## src/rtl/r_exec_pkg.sv

```systemverilog
// Shared definitions for the R-type decode/execute/write-back stage:
// instruction field positions, funct codes and FSM state encoding.
package r_exec_pkg;

   localparam int DATA_W   = 32;
   localparam int REG_AW   = 5;
   localparam int NUM_REGS = 32;

   localparam int OP_MSB = 31;
   localparam int OP_LSB = 26;
   localparam int RS_MSB = 25;
   localparam int RS_LSB = 21;
   localparam int RT_MSB = 20;
   localparam int RT_LSB = 16;
   localparam int RD_MSB = 15;
   localparam int RD_LSB = 11;
   localparam int SH_MSB = 10;
   localparam int SH_LSB = 6;
   localparam int FN_MSB = 5;
   localparam int FN_LSB = 0;

   localparam logic [5:0] F_SLL  = 6'h00;
   localparam logic [5:0] F_SRL  = 6'h02;
   localparam logic [5:0] F_SRA  = 6'h03;
   localparam logic [5:0] F_SLLV = 6'h04;
   localparam logic [5:0] F_SRLV = 6'h06;
   localparam logic [5:0] F_SRAV = 6'h07;
   localparam logic [5:0] F_ADD  = 6'h20;
   localparam logic [5:0] F_ADDU = 6'h21;
   localparam logic [5:0] F_SUB  = 6'h22;
   localparam logic [5:0] F_SUBU = 6'h23;
   localparam logic [5:0] F_AND  = 6'h24;
   localparam logic [5:0] F_OR   = 6'h25;
   localparam logic [5:0] F_XOR  = 6'h26;
   localparam logic [5:0] F_NOR  = 6'h27;
   localparam logic [5:0] F_SLT  = 6'h2A;
   localparam logic [5:0] F_SLTU = 6'h2B;

   typedef enum logic [1:0] {
      S_IDLE   = 2'd0,
      S_DECODE = 2'd1,
      S_EXEC   = 2'd2,
      S_WB     = 2'd3
   } state_t;

   function automatic logic funct_legal(input logic [5:0] fn);
      case (fn)
         F_SLL, F_SRL, F_SRA, F_SLLV, F_SRLV, F_SRAV,
         F_ADD, F_ADDU, F_SUB, F_SUBU, F_AND, F_OR,
         F_XOR, F_NOR, F_SLT, F_SLTU: return 1'b1;
         default:                     return 1'b0;
      endcase
   endfunction

endpackage

```

## src/rtl/r_exec_stage_regfile.sv

```systemverilog
// 32x32 register file: two operand read ports, one debug read port and a
// single write port; $0 always reads zero and ignores writes.
module regfile
   import r_exec_pkg::*;
#(
   parameter bit CLEAR_ON_RST = 1'b1
) (
   input  logic              clk,
   input  logic              rst,
   input  logic              we,
   input  logic [REG_AW-1:0] waddr,
   input  logic [DATA_W-1:0] wdata,
   input  logic [REG_AW-1:0] raddr_a,
   input  logic [REG_AW-1:0] raddr_b,
   input  logic [REG_AW-1:0] dbg_raddr,
   output logic [DATA_W-1:0] rdata_a,
   output logic [DATA_W-1:0] rdata_b,
   output logic [DATA_W-1:0] dbg_rdata
);

   logic [DATA_W-1:0] mem [NUM_REGS];

   // With CLEAR_ON_RST=0 the array is pure storage and survives reset.
   always_ff @(posedge clk) begin
      if (rst && CLEAR_ON_RST) begin
         for (int i = 0; i < NUM_REGS; i++) begin
            mem[i] <= '0;
         end
      end else if (we && (waddr != '0)) begin
         mem[waddr] <= wdata;
      end
   end

   assign rdata_a   = (raddr_a   == '0) ? '0 : mem[raddr_a];
   assign rdata_b   = (raddr_b   == '0) ? '0 : mem[raddr_b];
   assign dbg_rdata = (dbg_raddr == '0) ? '0 : mem[dbg_raddr];

endmodule

```

## src/rtl/r_exec_stage.sv

```systemverilog
// R-type decode/execute/write-back stage: one instruction every four cycles
// through IDLE -> DECODE -> EXEC -> WB, with an internal register file.
module r_exec_stage
   import r_exec_pkg::*;
#(
   parameter bit CLEAR_ON_RST = 1'b1
) (
   input  logic              clk,
   input  logic              rst,
   input  logic [31:0]       inst_code,
   input  logic              inst_valid,
   output logic              inst_ready,
   input  logic              dbg_we,
   input  logic [REG_AW-1:0] dbg_waddr,
   input  logic [DATA_W-1:0] dbg_wdata,
   input  logic [REG_AW-1:0] dbg_raddr,
   output logic [DATA_W-1:0] dbg_rdata,
   output logic              wb_en,
   output logic [REG_AW-1:0] wb_addr,
   output logic [DATA_W-1:0] wb_data,
   output logic              zf,
   output logic              of,
   output logic              illegal,
   output logic [15:0]       retired
);

   state_t            state;
   state_t            state_next;
   logic [31:0]       inst_p0;
   logic [DATA_W-1:0] op_a_p1;
   logic [DATA_W-1:0] op_b_p1;
   logic [DATA_W-1:0] rf_rdata_a;
   logic [DATA_W-1:0] rf_rdata_b;
   logic              rf_we;
   logic [REG_AW-1:0] rf_waddr;
   logic [DATA_W-1:0] rf_wdata;
   logic [DATA_W-1:0] alu_res;
   logic              alu_ovf;
   logic              dec_legal;

   logic [5:0]        fld_op;
   logic [REG_AW-1:0] fld_rs;
   logic [REG_AW-1:0] fld_rt;
   logic [REG_AW-1:0] fld_rd;
   logic [4:0]        fld_shamt;
   logic [5:0]        fld_funct;

   assign fld_op    = inst_p0[OP_MSB:OP_LSB];
   assign fld_rs    = inst_p0[RS_MSB:RS_LSB];
   assign fld_rt    = inst_p0[RT_MSB:RT_LSB];
   assign fld_rd    = inst_p0[RD_MSB:RD_LSB];
   assign fld_shamt = inst_p0[SH_MSB:SH_LSB];
   assign fld_funct = inst_p0[FN_MSB:FN_LSB];

   assign dec_legal  = (fld_op == 6'd0) && funct_legal(fld_funct);
   assign inst_ready = (state == S_IDLE);
   assign wb_en      = (state == S_WB);

   function automatic logic [DATA_W-1:0] alu_calc(
      input logic [5:0]        fn,
      input logic [DATA_W-1:0] a,
      input logic [DATA_W-1:0] b,
      input logic [4:0]        sh
   );
      logic [DATA_W-1:0] r;
      r = '0;
      case (fn)
         F_ADD, F_ADDU: r = a + b;
         F_SUB, F_SUBU: r = a - b;
         F_AND:         r = a & b;
         F_OR:          r = a | b;
         F_XOR:         r = a ^ b;
         F_NOR:         r = ~(a | b);
         F_SLT:         r = {{(DATA_W-1){1'b0}}, ($signed(a) < $signed(b))};
         F_SLTU:        r = {{(DATA_W-1){1'b0}}, (a < b)};
         F_SLL:         r = b << sh;
         F_SRL:         r = b >> sh;
         F_SRA:         r = $signed(b) >>> sh;
         F_SLLV:        r = b << a[4:0];
         F_SRLV:        r = b >> a[4:0];
         F_SRAV:        r = $signed(b) >>> a[4:0];
         default:       r = '0;
      endcase
      return r;
   endfunction

   // Only the trapping add/sub report overflow; the unsigned forms wrap silently.
   function automatic logic ovf_calc(
      input logic [5:0]        fn,
      input logic [DATA_W-1:0] a,
      input logic [DATA_W-1:0] b,
      input logic [DATA_W-1:0] r
   );
      case (fn)
         F_ADD:   return (a[DATA_W-1] == b[DATA_W-1]) && (r[DATA_W-1] != a[DATA_W-1]);
         F_SUB:   return (a[DATA_W-1] != b[DATA_W-1]) && (r[DATA_W-1] != a[DATA_W-1]);
         default: return 1'b0;
      endcase
   endfunction

   always_comb begin
      alu_res = alu_calc(fld_funct, op_a_p1, op_b_p1, fld_shamt);
      alu_ovf = ovf_calc(fld_funct, op_a_p1, op_b_p1, alu_res);
   end

   // Debug writes and write-back never compete: one is IDLE-only, the other WB-only.
   always_comb begin
      rf_we    = 1'b0;
      rf_waddr = '0;
      rf_wdata = '0;
      if (!rst) begin
         if ((state == S_IDLE) && dbg_we) begin
            rf_we    = 1'b1;
            rf_waddr = dbg_waddr;
            rf_wdata = dbg_wdata;
         end else if ((state == S_WB) && !of) begin
            rf_we    = 1'b1;
            rf_waddr = wb_addr;
            rf_wdata = wb_data;
         end
      end
   end

   regfile #(
      .CLEAR_ON_RST (CLEAR_ON_RST)
   ) u_regfile (
      .clk       (clk),
      .rst       (rst),
      .we        (rf_we),
      .waddr     (rf_waddr),
      .wdata     (rf_wdata),
      .raddr_a   (fld_rs),
      .raddr_b   (fld_rt),
      .dbg_raddr (dbg_raddr),
      .rdata_a   (rf_rdata_a),
      .rdata_b   (rf_rdata_b),
      .dbg_rdata (dbg_rdata)
   );

   always_ff @(posedge clk) begin
      if (rst) begin
         state <= S_IDLE;
      end else begin
         state <= state_next;
      end
   end

   always_comb begin
      state_next = state;
      case (state)
         S_IDLE:   if (inst_valid) state_next = S_DECODE;
         S_DECODE: state_next = dec_legal ? S_EXEC : S_IDLE;
         S_EXEC:   state_next = S_WB;
         S_WB:     state_next = S_IDLE;
         default:  state_next = S_IDLE;
      endcase
   end

   // Stage p0: instruction capture on accept
   always_ff @(posedge clk) begin
      if ((state == S_IDLE) && inst_valid) begin
         inst_p0 <= inst_code;
      end
   end

   // Stage p1: operand fetch in DECODE
   always_ff @(posedge clk) begin
      if (state == S_DECODE) begin
         op_a_p1 <= rf_rdata_a;
         op_b_p1 <= rf_rdata_b;
      end
   end

   // Stage p2: result/flag capture in EXEC, retirement in WB
   always_ff @(posedge clk) begin
      if (rst) begin
         wb_addr <= '0;
         wb_data <= '0;
         zf      <= 1'b0;
         of      <= 1'b0;
         illegal <= 1'b0;
         retired <= '0;
      end else begin
         case (state)
            S_DECODE: begin
               if (!dec_legal) begin
                  illegal <= 1'b1;
               end
            end
            S_EXEC: begin
               wb_addr <= fld_rd;
               wb_data <= alu_res;
               zf      <= (alu_res == '0);
               of      <= alu_ovf;
            end
            S_WB: begin
               retired <= retired + 16'd1;
            end
            default: ;
         endcase
      end
   end

endmodule

```

## config.mk

```make
export PLATFORM = sky130hd
export DESIGN_NAME = r_exec_stage
export DESIGN_NICKNAME = d
export VERILOG_FILES = /design/src/rtl/r_exec_pkg.sv /design/src/rtl/r_exec_stage_regfile.sv /design/src/rtl/r_exec_stage.sv
export SDC_FILE = /design/constraint.sdc
export NUM_CORES = 2
export LEC_CHECK = 0
export ABC_CLOCK_PERIOD_IN_PS = 12100
export CELL_PAD_IN_SITES_DETAIL_PLACEMENT = 1
export CELL_PAD_IN_SITES_GLOBAL_PLACEMENT = 2
export CORE_MARGIN = 2
export CORE_UTILIZATION = 38
export CTS_BUF_LIST = sky130_fd_sc_hd__clkbuf_8
export CTS_CLUSTER_DIAMETER = 100
export CTS_CLUSTER_SIZE = 14
export DETAILED_ROUTE_END_ITERATION = 6
export GPL_TIMING_DRIVEN = 0
export PLACE_DENSITY = 0.7
export SYNTH_ARGS = -nofsm -noshare
export SYNTH_HDL_FRONTEND = slang
export SYNTH_SLANG_ARGS = --single-unit
```

## constraint.sdc

```tcl
create_clock -name clk -period 12.1 [get_ports clk]
set_input_delay 1.21 -clock clk [delete_from_list [all_inputs] [get_ports clk]]
set_output_delay 1.21 -clock clk [all_outputs]
set_load 0.1 [all_outputs]
```

==> results.md <==
* Critical path data required time at 12.92 ns
* WP buf/inv at 4
* Final hold violation count at 0
* Largest net degree at the start of global routing at 32
* CP Launch Type: register
* EDFF count, synth at 1120
* Routability Congestion at 1.01
* Routed len/inst at 45.6 um
* Worst Path Max Fanout at 10
* Setup TNS at 0 ns
* Worst Setup End Kind: register
* FILL cells at 21428
* First-pass GRT wire length at 568 mm
* Non-filler instance count after layout at 9345
* Worst VDD drop at 0.0957 mV
* CTS tree: built
* Top_reg_cell synth: edfxtp_1
* Cell Area, Synth at 0.0783 sq mm
* Grt peak-use layer: met2
* RSZ-0062 raised after global routing: no
* DRT iter0 DRCs at 8749
* Gate Count Post-Synth at 6273
* Slowest-stage cell, CP: a222oi_1
* IO buf count at 163
* Clock Path Buffers at 3
* Root buffer cell: clkbuf_8
* GRT Total Usage at 40.2%
* Slowest cell delay on critical path at 1.36 ns
* Dpl hpwl at 333 mm
* Vias/cell at 6.83
* Met3 global-route usage at 6.57%
* Routed Antenna Nets at 0
* Cell Chain, Critical Path: clkbuf_1 -> clkbuf_1 -> clkbuf_1 -> clkbuf_1 -> nor3_1 -> nand3_1 -> a21oi_1 -> a222oi_1 -> o31ai_1 -> a2111oi_2 -> nand4_1 -> nor4_1 -> nand4_1 -> or4_1 -> or4_1 -> o31ai_2
* Met1 Use GR at 47.3%
* Register area share after synthesis at 44.5%
* Crit path kind: register to register
* R2R Setup Slk at 3.84 ns
* Pre-antenna DRT Iters at 6
* Top-Level Pins at 168
* Fin crit period at 8.26 ns
* Resize count post-CTS at 0
* Die area at 0.210 sq mm
* Fin nets at 6800
* Leakage at 28.0 nW
* Synth top area cells: edfxtp_1 43%, mux4_2 28%, nor2_1 6.4%, clkbuf_1 2.2%, nand2_1 2.1%
* Area growth, synth to finish at 9.91%
* Cell Count Post-Placement at 9204
* Setup Viol. Count Final at 0
* Max Clk Rate at 0.121 GHz
* GRT overflow at 0
* Post-synth top area share at 43.0%
* Max-slew headroom at -2.26%
* Hold WC Path Type: register to register
* Routed wire length at 426 mm
* Worst path top cell family by delay: compound AO/OA/AOI/OAI gates
* # clock sinks at 1179
* Initial core utilization at 38.3%
* Arr. time, crit path at 9.08 ns
* Max-cap viol count at 3
* Violated checks: max-capacitance violations, max-slew violations
* Core ar. at 0.205 sq mm
* Async set or reset register ratio after synthesis at 0%
* CTS clk-pin slew, worst paths at 0.10 ns
* Vias in the first global route at 64027
* Later-pin clock latency in the skew report at 0.92 ns
* Die Wd at 458 um
* Clock Skew at 0.0826 ns
* Post-CTS setup buffers at 0
* CTS Buf Count at 96
* Max Transition Viols Final at 12
* H-tree levels at 3
* Hold Buf Count CTS at 0
* Ratio of cells with drive above 1 in the final layout at 19.7%
* Largest area contributor in the netlist: edfxtp_1
* Site Rows at 166
* Measured slew at the worst slew-check pin at 1.53 ns
* Fin crit share at 68.3%
* DRC Markers at 0
* Met2 Usage GRT at 63.5%
* PD cells at 111 mW/mm^2
* Die height at 458 um
* Distinct cells, synth at 100
* Syn Area/Cell at 12.5 sq um
* Initial antenna violation count at 15
* Fin util at 42.0%
* Vias after detailed routing at 63780
* Yosys reg bits at 1179
* CP most frequent cell: clkbuf_1
* Status: finished with violations
* Yosys Warn Count at 0
## flip-flops by register name (all words and copies together), names as in the netlist, named ones only
signal / cells
op_a_p1: 32
op_b_p1: 32
state: 1
of: 1
wb_data: 32
illegal: 1
zf: 1
inst_p0: 32
u_regfile.mem: 1024
wb_addr: 5
retired: 16
## logic make-up (layout without fill, tap and decap cells)
| logic type | Yosys count | after routing | synth area share, % |
|---|---|---|---|
| fa+ha+maj | 106 | 106 | 1.71 |
| buf+inv | 730 | 1071 | 3.74 |
| mux | 1124 | 1124 | 29.8 |
| simple gates | 2197 | 2197 | 11.8 |
| other cells | 1 | 44 | 0.00479 |
| flops | 1179 | 1179 | 44.5 |
| compound gates | 897 | 897 | 7.98 |
| xor+xnor | 39 | 39 | 0.436 |
## synth_stat cells (all sizes together), types with 14 or more instances
| master | count |
|---|---|
| edfxtp | 1120 |
| a211oi | 127 |
| clkbuf | 469 |
| nand2b | 57 |
| nand3 | 86 |
| a21o | 16 |
| a22oi | 39 |
| and3 | 18 |
| a31oi | 20 |
| o31ai | 16 |
| nand2 | 441 |
| buf | 156 |
| xor2 | 14 |
| inv | 102 |
| nor4 | 29 |
| nor2b | 30 |
| ha | 104 |
| nand4 | 25 |
| and2 | 36 |
| xnor2 | 25 |
| o311ai | 14 |
| nor3 | 86 |
| o21ai | 149 |
| o211ai | 59 |
| mux4 | 967 |
| a21oi | 185 |
| mux2i | 150 |
| a311oi | 15 |
| nor2 | 1340 |
| o22ai | 66 |
| a221oi | 17 |
| dfxtp | 59 |
## area by class of cell
cell class,instances,area (sq um),share of cell area [%]
diodes,12,30.0,0.0349
plain buffers,625,2560,2.97
clock buffers,98,1350,1.57
clock inverters,29,194,0.225
inverters,105,394,0.458
multi-input cells,4395,40800,47.4
flip-flops and latches,1179,34800,40.5
well taps,2688,3360,3.91
repair buffers,214,2510,2.92
## metal layers
| metal | wire length [um] | vias to the layer above | share of wire (%) |
|---|---|---|---|
| li1 | - | 25078 | - |
| met1 | 150000 | 33820 | 35 |
| met2 | 196000 | 3853 | 46 |
| met3 | 32300 | 1023 | 7.6 |
| met4 | 47600 | 6 | 11 |
| met5 | 41 | - | 0.0096 |
## cell usage in the layout, fill, tap and decap left out, drive strengths merged, types with 149 or more instances in the layout
| cell type | count |
|---|---|
| nand2 | 441 |
| mux4 | 967 |
| buf | 198 |
| clkbuf | 576 |
| nor2 | 1340 |
| o21ai | 149 |
| edfxtp | 1120 |
| a21oi | 185 |
| clkdlybuf4s50 | 163 |
| mux2i | 150 |
## stage by stage
step	power (mW)	setup slack, ns	hold WS, ns	cell area, sq um
5_1_grt	9.68	4.09	0.497	86000
6_report	9.53	3.84	0.486	86000
4_1_cts	9.45	4.13	0.489	85900
3_3_place_gp	7.23	3.91	0.457	83400
2_1_floorplan	6.17	6.63	0.471	78400
3_5_place_dp	7.28	4.12	0.473	84400
## path summary, 6_finish.rpt
path | startpoint | endpoint | depth (start not counted)
worst min register to register | zf$_SDFFE_PP0P_ | zf$_SDFFE_PP0P_ | 2
worst min-delay path | zf$_SDFFE_PP0P_ | zf$_SDFFE_PP0P_ | 2
worst max-delay path | op_a_p1[0]$_SDFFCE_PN0P_ | zf$_SDFFE_PP0P_ | 16
worst max register to register | op_a_p1[0]$_SDFFCE_PN0P_ | zf$_SDFFE_PP0P_ | 16
## where the power goes
group / switching, mW / internal, mW / leakage, nW
logic: 1.66 / 0.840 / 15.2
registers: 0.155 / 4.61 / 11.9
clock network: 1.50 / 0.767 / 0.853
total: 3.31 / 6.22 / 28.0
## worst reg2reg max path, cell delays in order, from the launching register on
cell	delay, ns
edfxtp_1	0.44
clkbuf_1	0.36
clkbuf_1	0.48
clkbuf_1	0.61
clkbuf_1	0.56
nor3_1	0.11
nand3_1	0.11
a21oi_1	0.32
a222oi_1	1.37
o31ai_1	0.65
a2111oi_2	0.73
nand4_1	0.38
nor4_1	0.64
nand4_1	0.15
or4_1	0.56
or4_1	0.56
o31ai_2	0.18
Note: power is estimated with default switching activity, not from simulation.
